## src/rtl/dff_reg_arbiter_pkg.sv

```systemverilog
// Shared types and helpers for the dff_reg_arbiter slice.
// Holds the FSM state encoding and the round-robin search function used by the
// picker. The function works on a fixed 8-wide request vector so every
// NUM_REQ in 2..8 can share it. Callers zero-extend their request vector.
package dff_arb_pkg;

  localparam int MAX_REQ     = 8;
  localparam int MAX_ID_W    = 3;
  localparam int DEF_NUM_REQ = 4;
  localparam int ID_W        = $clog2(DEF_NUM_REQ);

  typedef enum logic {
    IDLE   = 1'b0,
    LOCKED = 1'b1
  } arb_state_e;

  typedef struct packed {
    logic                found;
    logic [MAX_ID_W-1:0] idx;
  } rr_pick_t;

  // The search starts at (last + 1) mod n and wraps around.
  // Offsets are scanned from farthest to nearest. The nearest requester
  // therefore overwrites the others and becomes the winner.
  function automatic rr_pick_t rr_pick(input logic [MAX_REQ-1:0]  req,
                                       input logic [MAX_ID_W-1:0] last,
                                       input int                  n);
    rr_pick_t r;
    int       cand;
    r.found = 1'b0;
    r.idx   = '0;
    for (int off = MAX_REQ; off >= 1; off--) begin
      if (off <= n) begin
        cand = (int'(last) + off) % n;
        if (req[cand[MAX_ID_W-1:0]]) begin
          r.found = 1'b1;
          r.idx   = cand[MAX_ID_W-1:0];
        end
      end
    end
    return r;
  endfunction

endpackage

```

## src/rtl/dff_reg_arbiter_rr_arbiter.sv

```systemverilog
// Combinational round-robin picker.
// Given the request vector and the previous winner, this module returns the
// next winner as a one-hot vector and as an index. The found output is low
// when nobody is requesting. In that case onehot is all-zero.
module rr_arbiter
  import dff_arb_pkg::*;
#(
  parameter int NUM_REQ = DEF_NUM_REQ
) (
  input  logic [NUM_REQ-1:0]         req,
  input  logic [$clog2(NUM_REQ)-1:0] last,
  output logic                       found,
  output logic [NUM_REQ-1:0]         onehot,
  output logic [$clog2(NUM_REQ)-1:0] idx
);

  localparam int IDW = $clog2(NUM_REQ);

  logic [MAX_REQ-1:0]  req_ext;
  logic [MAX_ID_W-1:0] last_ext;
  rr_pick_t            pick;

  assign req_ext  = MAX_REQ'(req);
  assign last_ext = MAX_ID_W'(last);

  // Search for the next requester after the previous winner.
  always_comb begin
    pick = rr_pick(req_ext, last_ext, NUM_REQ);
  end

  assign found = pick.found;
  assign idx   = IDW'(pick.idx);

  genvar gi;
  generate
    for (gi = 0; gi < NUM_REQ; gi++) begin : g_onehot
      assign onehot[gi] = pick.found && (pick.idx == MAX_ID_W'(gi));
    end
  endgenerate

endmodule

```

## src/rtl/dff_reg_arbiter.sv

```systemverilog
// Shared-register controller (top).
// Requesters contend for one DATA_W-bit register. The winner is chosen
// round-robin and its data is loaded with one cycle of latency. A winner that
// also asserts lock keeps ownership for up to MAX_LOCK cycles. A one-cycle
// bubble always follows the end of a lock.
// Optional build macro: DFF_ARB_STATS_EN adds the grant_cnt[15:0] output. It
// is a saturating count of granted cycles.
module dff_reg_arbiter
  import dff_arb_pkg::*;
#(
  parameter int NUM_REQ  = 4,
  parameter int DATA_W   = 8,
  parameter int MAX_LOCK = 8
) (
  input  logic                        clock,
  input  logic                        reset,
  input  logic [NUM_REQ-1:0]          req,
  input  logic [NUM_REQ-1:0]          lock,
  input  logic [NUM_REQ*DATA_W-1:0]   d_in,
  output logic [NUM_REQ-1:0]          gnt,
  output logic [$clog2(NUM_REQ)-1:0]  gnt_id,
  output logic                        busy,
  output logic [DATA_W-1:0]           Q_out,
  output logic [DATA_W-1:0]           Qb_out
`ifdef DFF_ARB_STATS_EN
  ,
  output logic [15:0]                 grant_cnt
`endif
);

  localparam int IDW   = $clog2(NUM_REQ);
  localparam int CNT_W = $clog2(MAX_LOCK + 1);
  localparam logic [CNT_W-1:0] MAX_LOCK_C = CNT_W'(MAX_LOCK);

  // Registered state and the next values that feed it.
  arb_state_e         state_q, state_d;
  logic [NUM_REQ-1:0] gnt_q,   gnt_d;
  logic [IDW-1:0]     id_q,    id_d;
  logic [IDW-1:0]     last_q,  last_d;
  logic               busy_q,  busy_d;
  logic [DATA_W-1:0]  reg_q,   reg_d;
  logic [CNT_W-1:0]   cnt_q,   cnt_d;

  // Each requester's data word is unpacked into an array so it can be
  // indexed by the winner.
  logic [DATA_W-1:0]  data_slice [NUM_REQ];

  genvar gi;
  generate
    for (gi = 0; gi < NUM_REQ; gi++) begin : g_slice
      assign data_slice[gi] = d_in[gi*DATA_W +: DATA_W];
    end
  endgenerate

  // Round-robin winner among the current requests.
  logic               win_found;
  logic [NUM_REQ-1:0] win_onehot;
  logic [IDW-1:0]     win_idx;

  rr_arbiter #(
    .NUM_REQ (NUM_REQ)
  ) u_rr (
    .req    (req),
    .last   (last_q),
    .found  (win_found),
    .onehot (win_onehot),
    .idx    (win_idx)
  );

  // The lock owner keeps the register only while it holds both req and lock.
  logic owner_hold;
  assign owner_hold = req[id_q] & lock[id_q];

  // Next-state logic. IDLE arbitrates on every cycle. LOCKED serves only the
  // owner until it releases or times out.
  always_comb begin
    state_d = state_q;
    gnt_d   = '0;
    id_d    = id_q;
    last_d  = last_q;
    busy_d  = busy_q;
    reg_d   = reg_q;
    cnt_d   = cnt_q;
    case (state_q)
      IDLE: begin
        busy_d = 1'b0;
        cnt_d  = '0;
        if (win_found) begin
          reg_d  = data_slice[win_idx];
          gnt_d  = win_onehot;
          id_d   = win_idx;
          last_d = win_idx;
          if (lock[win_idx]) begin
            state_d = LOCKED;
            cnt_d   = CNT_W'(1);
            busy_d  = 1'b1;
          end
        end
      end
      LOCKED: begin
        if (owner_hold && (cnt_q < MAX_LOCK_C)) begin
          reg_d  = data_slice[id_q];
          gnt_d  = gnt_q;
          cnt_d  = cnt_q + CNT_W'(1);
          busy_d = 1'b1;
        end else begin
          // Release or timeout: one bubble cycle with no grant. The owner
          // stays the last winner, so it gets lowest priority next time.
          state_d = IDLE;
          busy_d  = 1'b0;
          cnt_d   = '0;
        end
      end
      default: begin
        state_d = IDLE;
        busy_d  = 1'b0;
        cnt_d   = '0;
      end
    endcase
  end

  // FSM, grant outputs and the shared register. All are cleared on reset.
  // The round-robin pointer restarts at NUM_REQ-1, so requester 0 is first.
  always_ff @(posedge clock) begin
    if (!reset) begin
      state_q <= IDLE;
      gnt_q   <= '0;
      id_q    <= '0;
      last_q  <= IDW'(NUM_REQ - 1);
      busy_q  <= 1'b0;
      reg_q   <= '0;
      cnt_q   <= '0;
    end else begin
      state_q <= state_d;
      gnt_q   <= gnt_d;
      id_q    <= id_d;
      last_q  <= last_d;
      busy_q  <= busy_d;
      reg_q   <= reg_d;
      cnt_q   <= cnt_d;
    end
  end

  assign gnt    = gnt_q;
  assign gnt_id = id_q;
  assign busy   = busy_q;
  assign Q_out  = reg_q;
  // The complement comes from the same flops, so it can never disagree
  // with Q_out.
  assign Qb_out = ~reg_q;

`ifdef DFF_ARB_STATS_EN
  logic [15:0] gcnt_q;

  // Count the cycles that show a grant. The count saturates at all-ones.
  always_ff @(posedge clock) begin
    if (!reset) begin
      gcnt_q <= '0;
    end else if ((|gnt_d) && (gcnt_q != 16'hFFFF)) begin
      gcnt_q <= gcnt_q + 16'd1;
    end
  end

  assign grant_cnt = gcnt_q;
`endif

endmodule
```

## config.mk

```make
export PLATFORM = sky130hd
export DESIGN_NAME = dff_reg_arbiter
export DESIGN_NICKNAME = d
export VERILOG_FILES = /design/src/rtl/dff_reg_arbiter_pkg.sv /design/src/rtl/dff_reg_arbiter_rr_arbiter.sv /design/src/rtl/dff_reg_arbiter.sv
export SDC_FILE = /design/constraint.sdc
export NUM_CORES = 1
export LEC_CHECK = 0
export ABC_AREA = 1
export CAP_MARGIN = 20
export CORE_ASPECT_RATIO = 1.25
export CORE_MARGIN = 2
export CORE_UTILIZATION = 40
export DETAILED_ROUTE_END_ITERATION = 7
export HOLD_SLACK_MARGIN = 0.05
export PLACE_DENSITY = 0.77
export SKIP_CTS_REPAIR_TIMING = 1
export SLEW_MARGIN = 30
export SYNTH_ARGS = -nofsm -noshare
export SYNTH_HDL_FRONTEND = slang
export SYNTH_SLANG_ARGS = --single-unit
```

## constraint.sdc

```tcl
create_clock -name clock -period 1.64 [get_ports clock]
set_input_delay 0.328 -clock clock [delete_from_list [all_inputs] [get_ports clock]]
set_output_delay 0.328 -clock clock [all_outputs]
set_load 0.02 [all_outputs]
```

Yosys cells after proc, flatten, opt, wreduce, memory -nomap -nowiden
Index checks and enable logic that the tools add are counted.
Operators by class
  add/subtract/negate cells: 5
  $lt $le $gt $ge: 9
  equality and inequality tests: 6
  multiplexer cells: 38
  bitwise operators: 9
  reduce and logical (&&, ||, !) cells: 12
Operators by type and width (count)
  2-to-1 mux 8 bit: 6
  binary-select mux 8 bit (select 2 bit): 2
  2-to-1 mux 4 bit: 7
  < comparator 3 x 4 -> 1 bit, second input constant: 4
  case mux 4 bit (2 select lines): 2
  case mux 8 bit (2 select lines): 1
  binary-select mux 1 bit (select 3 bit): 4
  2-to-1 mux 1 bit: 12
  NOT 8 bit: 1
  OR reduction 2 bit: 4
  binary-select mux 1 bit (select 2 bit): 3
  equality test 3 x 2 -> 1 bit, second input constant: 2
  >= comparator 3 bit, second input constant: 2
  < comparator 2 x 3 -> 1 bit, second input constant: 2
  NOT 2 -> 3 bit: 2
  logical AND 1 bit: 5
  adder 2 x 1 -> 2 bit, second input constant: 2
  adder 2 bit, second input constant: 2
  adder 4 x 1 -> 4 bit, second input constant: 1
  AND 1 bit, first input constant: 4
  < comparator 4 bit, second input constant: 1
  != test 2 x 1 -> 1 bit, second input constant: 2
  AND reduction 2 bit: 2
  equality test 3 x 1 -> 1 bit, second input constant: 1
  5 further kinds: 5
Storage, ports and cells
  register bits: 21
  output and inout bits: 23
  logic and storage cells: 85

Logic depth before layout (Yosys ltp)
  depth in word-level cells: 15
  gate-level depth with buffers: 18
  depth with buffers taken out: 16

Modules after synthesis
Synthesis repeated with hierarchy kept, for this count alone.
Unflattened totals
  cell total of the unflattened synthesis: 339
  area, all modules: 1866.8 um^2
Modules (own cells, without submodules)
  dff_reg_arbiter: instances 1, cells an instance 282, area an instance 1565.3 um^2, sequential area each 420.4 um^2
  rr_arbiter: instances 1, cells an instance 57, area an instance 301.5 um^2, sequential area each 0.0 um^2

Worst setup path before layout
No wires, ideal clock.
  path type: register to register
  from: reg id_q[0] (netlist: gnt_id[0])
  to: reg reg_q[0] (netlist: Q_out[0])
  library setup time: 0.122 ns
  arrival time: 1.499 ns
  setup slack: 0.019 ns
  stages on the path, launching flop included: 10
  path through: dfxtp_1 > clkbuf_1 > nand3_1 > nand3_1 > nand3_1 > nand2_2 > inv_2 > buf_2 > a21oi_1 > a21oi_2
On the way
  cells in the longest elaborated chain, start to end: 6
  elaborated cells between the ends (all ways): 14
  those cells by class: eq/ne: 1; mux: 9; bitwise: 2; reduce/logical: 2
RTL lines
  start: declaration: RTL line dff_reg_arbiter.sv:38  | logic [IDW-1:0] id_q, id_d;
  start signal: assignment: RTL line dff_reg_arbiter.sv:136  | id_q <= id_d;
  NOT 2 -> 3 bit (not written as such) / binary-select mux 1 bit (select 2 bit) (equally long branches): RTL line dff_reg_arbiter.sv:102, dff_reg_arbiter.sv:72
  binary-select mux 8 bit (select 2 bit) / 2-to-1 mux 1 bit (equally long branches): RTL line dff_reg_arbiter.sv:102, dff_reg_arbiter.sv:72
  2-to-1 mux 8 bit (not written as such) / AND 1 bit (equally long branches): RTL line dff_reg_arbiter.sv:102, dff_reg_arbiter.sv:72
  2-to-1 mux 8 bit (not written as such) / logical AND 1 bit (equally long branches): RTL line dff_reg_arbiter.sv:102, dff_reg_arbiter.sv:101
  2-to-1 mux 8 bit / != test 2 x 1 -> 1 bit (equally long branches)
  case mux 8 bit (2 select lines) / AND reduction 2 bit (equally long branches)
  end signal: assignment: RTL line dff_reg_arbiter.sv:139  | reg_q <= reg_d;
  end: declaration: RTL line dff_reg_arbiter.sv:41  | logic [DATA_W-1:0] reg_q, reg_d;
Several ways; a longest one is shown, not always the timed one. The select of a mux whose other input is x is not followed.
A chain may end at the register's enable or synchronous reset.

Worst setup path in the final report
  from: reg last_q[0]
  to: reg reg_q[7] (netlist: Q_out[7])
On the way
  cells in the longest elaborated chain, start to end: 15
  elaborated cells between the ends (all ways): 32
  those cells by class: add/sub: 4; eq/ne: 1; mux: 17; bitwise: 5; reduce/logical: 5
RTL lines
  start: declaration: RTL line dff_reg_arbiter.sv:39  | logic [IDW-1:0] last_q, last_d;
  start signal: assignment: RTL line dff_reg_arbiter.sv:129  | last_q <= IDW'(NUM_REQ - 1);
  start signal: assignment: RTL line dff_reg_arbiter.sv:137  | last_q <= last_d;
  adder 2 x 1 -> 2 bit: RTL line dff_reg_arbiter_pkg.sv:34  | cand = (int'(last) + off) % n;
  OR reduction 2 bit (no line)
  AND 1 bit (no line)
  binary-select mux 1 bit (select 3 bit): RTL line dff_reg_arbiter_pkg.sv:35  | if (req[cand[MAX_ID_W-1:0]]) begin
  2-to-1 mux 1 bit (not written as such): RTL line dff_reg_arbiter_pkg.sv:35
  2-to-1 mux 4 bit (3 in series): RTL line dff_reg_arbiter_pkg.sv:35
  2-to-1 mux 4 bit *: RTL line dff_reg_arbiter_pkg.sv:35
  NOT 2 -> 3 bit (not written as such): RTL line dff_reg_arbiter.sv:89  | reg_d = data_slice[win_idx];
  binary-select mux 8 bit (select 2 bit): RTL line dff_reg_arbiter.sv:89
  2-to-1 mux 8 bit (not written as such) (2 in series): RTL line dff_reg_arbiter.sv:89
  2-to-1 mux 8 bit: RTL line dff_reg_arbiter.sv:88  | if (win_found) begin
  case mux 8 bit (2 select lines): RTL line dff_reg_arbiter.sv:84  | case (state_q)
Every way passes the cells marked *; elsewhere a longest branch is shown, timed or not. The select of a mux whose other input is x is not followed.

==> metrics.md <==
| Metric | Value |
|---|---|
| Status | complete, but fails checks |
| Failing checks | negative setup slack |
| 1st-iter DRT viols | 129 |
| Post-Synth Simple-Gate Area | 43.5% |
| Fin. Hold Viols | 0 |
| Worst-path fanout max | 8 |
| Die W | 62.5 um |
| NumNets Final | 424 |
| Crit path launch type | register |
| First-pass GRT wire length | 8730 um |
| Post-Synth Adder-Cell Area | 0.730% |
| Flops & latches, synth | 21 |
| Syn_area_per_cell | 5.95 sq um |
| Worst-path cell chain | buf_6, clkinv_8, nand2_4, nand3_2, nand2_2, inv_2, nand2_4, nand2_4, nand2_4, nand2_8, clkbuf_16, nand2_1, nand2_1, nand2_1, nand3_1, nand2_1, a21oi_1 |
| Yosys top cell area share | 24.5% |
| Critical R2R Capture | Q_out[7] |
| DRC Markers | 0 |
| Chip Height | 77.2 um |
| Reg-to-Reg Start | last_q[0] |
| Routed Antenna Nets | 0 |
| Post-route minimum period | 1770 ps |
| Routed WL | 5580 um |
| Synth unique cells | 31 |
| Syn nets | 331 |
| YS warnings | 0 |
| Bufs on Longest Clock Path | 2 |
| Detailed Place HPWL | 4160 um |
| Power consumption | 6.14 mW |
| Final Max Tran Viols | 0 |
| Xor-xnor portion of the synthesized cell area | 1.02% |
| Setup crit end | Q_out[7] |
| Core Util, Final | 70.7% |
| CTS tree | built |
| CP endpoint kind | register |
| Worst Path Required | 1790 ps |
| Synthesized area | 1710 sq um |
| Worst Tran Pin Value | 295 ps |
| Max Clock Skew | 3.15 ps |
| Worst path arrival time | 1920 ps |
| Post-synthesis sequential area ratio | 24.5% |
| Mapped Cells | 288 |
| Final setup fails | 11 |
| Synth area leader | dfxtp_1 |
| Starting Density | 41.8% |
| Drt via density | 4.99 |
| Layout cells sized above 1 | 27.1% |
| CORE AREA | 4100 sq um |
| CTS sink count | 21 |
| Top cells by area, synth | dfxtp_1 (25%), nand2_1 (22%), nor2_1 (6.6%) |
| CP max stage cell | dfxtp_4 |
| Reg-to-reg setup timing slack | -130 ps |
| Max-cap viol count | 0 |
| R2R depth | 17 |
| Hold slack | 484 ps |
| Total gr overflow | 0 |
| CP Launch Point | last_q[0] |
| Die area | 4830 sq um |
| Rows | 26 |
| Port Buffers | 64 |
| Post-DR wirelength/cell | 12.8 um |
| Post-synthesis compound-gate area fraction | 18.7% |
| Largest net degree at the start of global routing | 17 |
| Area grow syn2layout | 69.1% |
| Post-synthesis mux area share | 0% |
| Gpl congestion | 0.921 |
| TritonCTS buffer count | 3 |
| Initial antenna violation count | 0 |
| Critical path class | reg2reg |
| Final TNS setup | -924 ps |
| Vias | 2175 |
| Number of placed I/O pins | 65 |
| Clk slew on worst S/H paths | 70 ps |
| Worst hold-check path type | reg2reg |
| Largest family of logic cells by synthesized area | simple AND/OR/NAND/NOR gates |
| Commonest non-fill, non-tap cell in the layout | nand2_1 |
| Worst slew margin | 80.2% |
| RSZ-0062 raised after global routing | true |
| HP Start | Q_out[6] |
| DR pass1 iterations | 4 |
| Ant diodes | 0 |
| Number of global-route vias before repair | 2021 |
| Gr usage total | 21.8% |
| CP peak stage delay | 370 ps |
| DP Worst Slack | -520 ps |
| Worst VDD drop | 0.00107 V |
| FILL cells | 361 |
| Tcrit/Tclk final | 108% |
| Clock latency on the worst-skew pair | 260 ps |
| Pleak | 1.40 nW |
| Root buf cell | clkbuf_8 |
| Final WS setup | -129 ps |
| Commonest cells after routing, fill and taps aside | nand2_1 (79), clkdlybuf4s50_1 (58), nor2_1 (29), buf_4 (29), nand2_2 (25) |
| Maximum clock rate | 0.565 GHz |
| Pwr dens | 2120 nW/um^2 |
| H-Tree Depth | 1 |
==> Yosys cell counts <==
cell type and number:
nand2_1 102, nor2_1 30, dfxtp_1 21, nand3_1 21, o21ai_0 21, inv_1 19, nand2_2 13, a21oi_1 10
o22ai_1 8, a21oi_2 5, inv_2 5, clkbuf_1 4, a32o_1 3, buf_6 3, buf_2 2, inv_4 2
nand2_4 2, nor2_2 2, o211ai_1 2, o21ai_2 2, a22o_1 1, buf_1 1, buf_12 1, buf_4 1
clkinv_1 1, ha_1 1, nand3_4 1, nand4_1 1, nor3_1 1, xnor2_1 1, xor2_1 1
==> sequential cells by signal (all words and copies together) (netlist names) <==
name,cells
Q_out,8
cnt_q,4
gnt,4
gnt_id,2
last_q,2
busy,1
==> metal layers <==
metal | vias to the layer above | track usage, % | part of all wire (%)
met4 | 0 | 8.67 | 1.6
met5 | - | 0 | 0
li1 | 1116 | - | -
met3 | 6 | 2.79 | 4.9
met2 | 66 | 38.2 | 50
met1 | 987 | 26.7 | 43
==> area by class of cell <==
type                    count  area, sq um  share of cell area [%]
flip-flops and latches     21          425                    14.7
multi-input cells         228         1250                    43.0
well taps                  56         70.1                    2.42
inverters                  27          134                    4.62
clock buffers               3         41.3                    1.43
repair buffers            100          975                    33.7
clock inverters             1         5.00                   0.173
==> kinds of logic after synthesis <==
family,Yosys count
and+or+nand+nor,173
AOI/OAI and AO/OA,52
buffers and inverters,39
adders and majority gates,1
xor gates and xnor gates,2
DFF,21
==> worst max-delay path, delay by kind of cell, from the launching register on <==
kind                   cells  cell delay [ps]
AO/OA/AOI/OAI              1               50
buffers and inverters      4              400
flip-flops                 1              370
AND/OR/NAND/NOR           12              840
==> metrics by stage <==
stage / std cells / instance area, sq um
floorplan: 288 / 1710
global placement: 429 / 2590
detailed placement: 429 / 2590
CTS: 433 / 2640
global route: 436 / 2900
finish: 436 / 2900
==> where the power goes <==
group,switching [mW],internal [mW]
Combinational,2.78,2.18
Sequential,0.153,0.695
Clock,0.162,0.169
Total,3.10,3.04
==> how the worst min path moves through the flow <==
stage,to,cells past startpoint
floorplan,cnt_q[0],1
global placement,gnt[1],1
detailed placement,gnt[1],1
CTS,Q_out[6],2
global route,gnt[1],1
finish,Q_out[6],2
(Power assumes the default switching activity.)
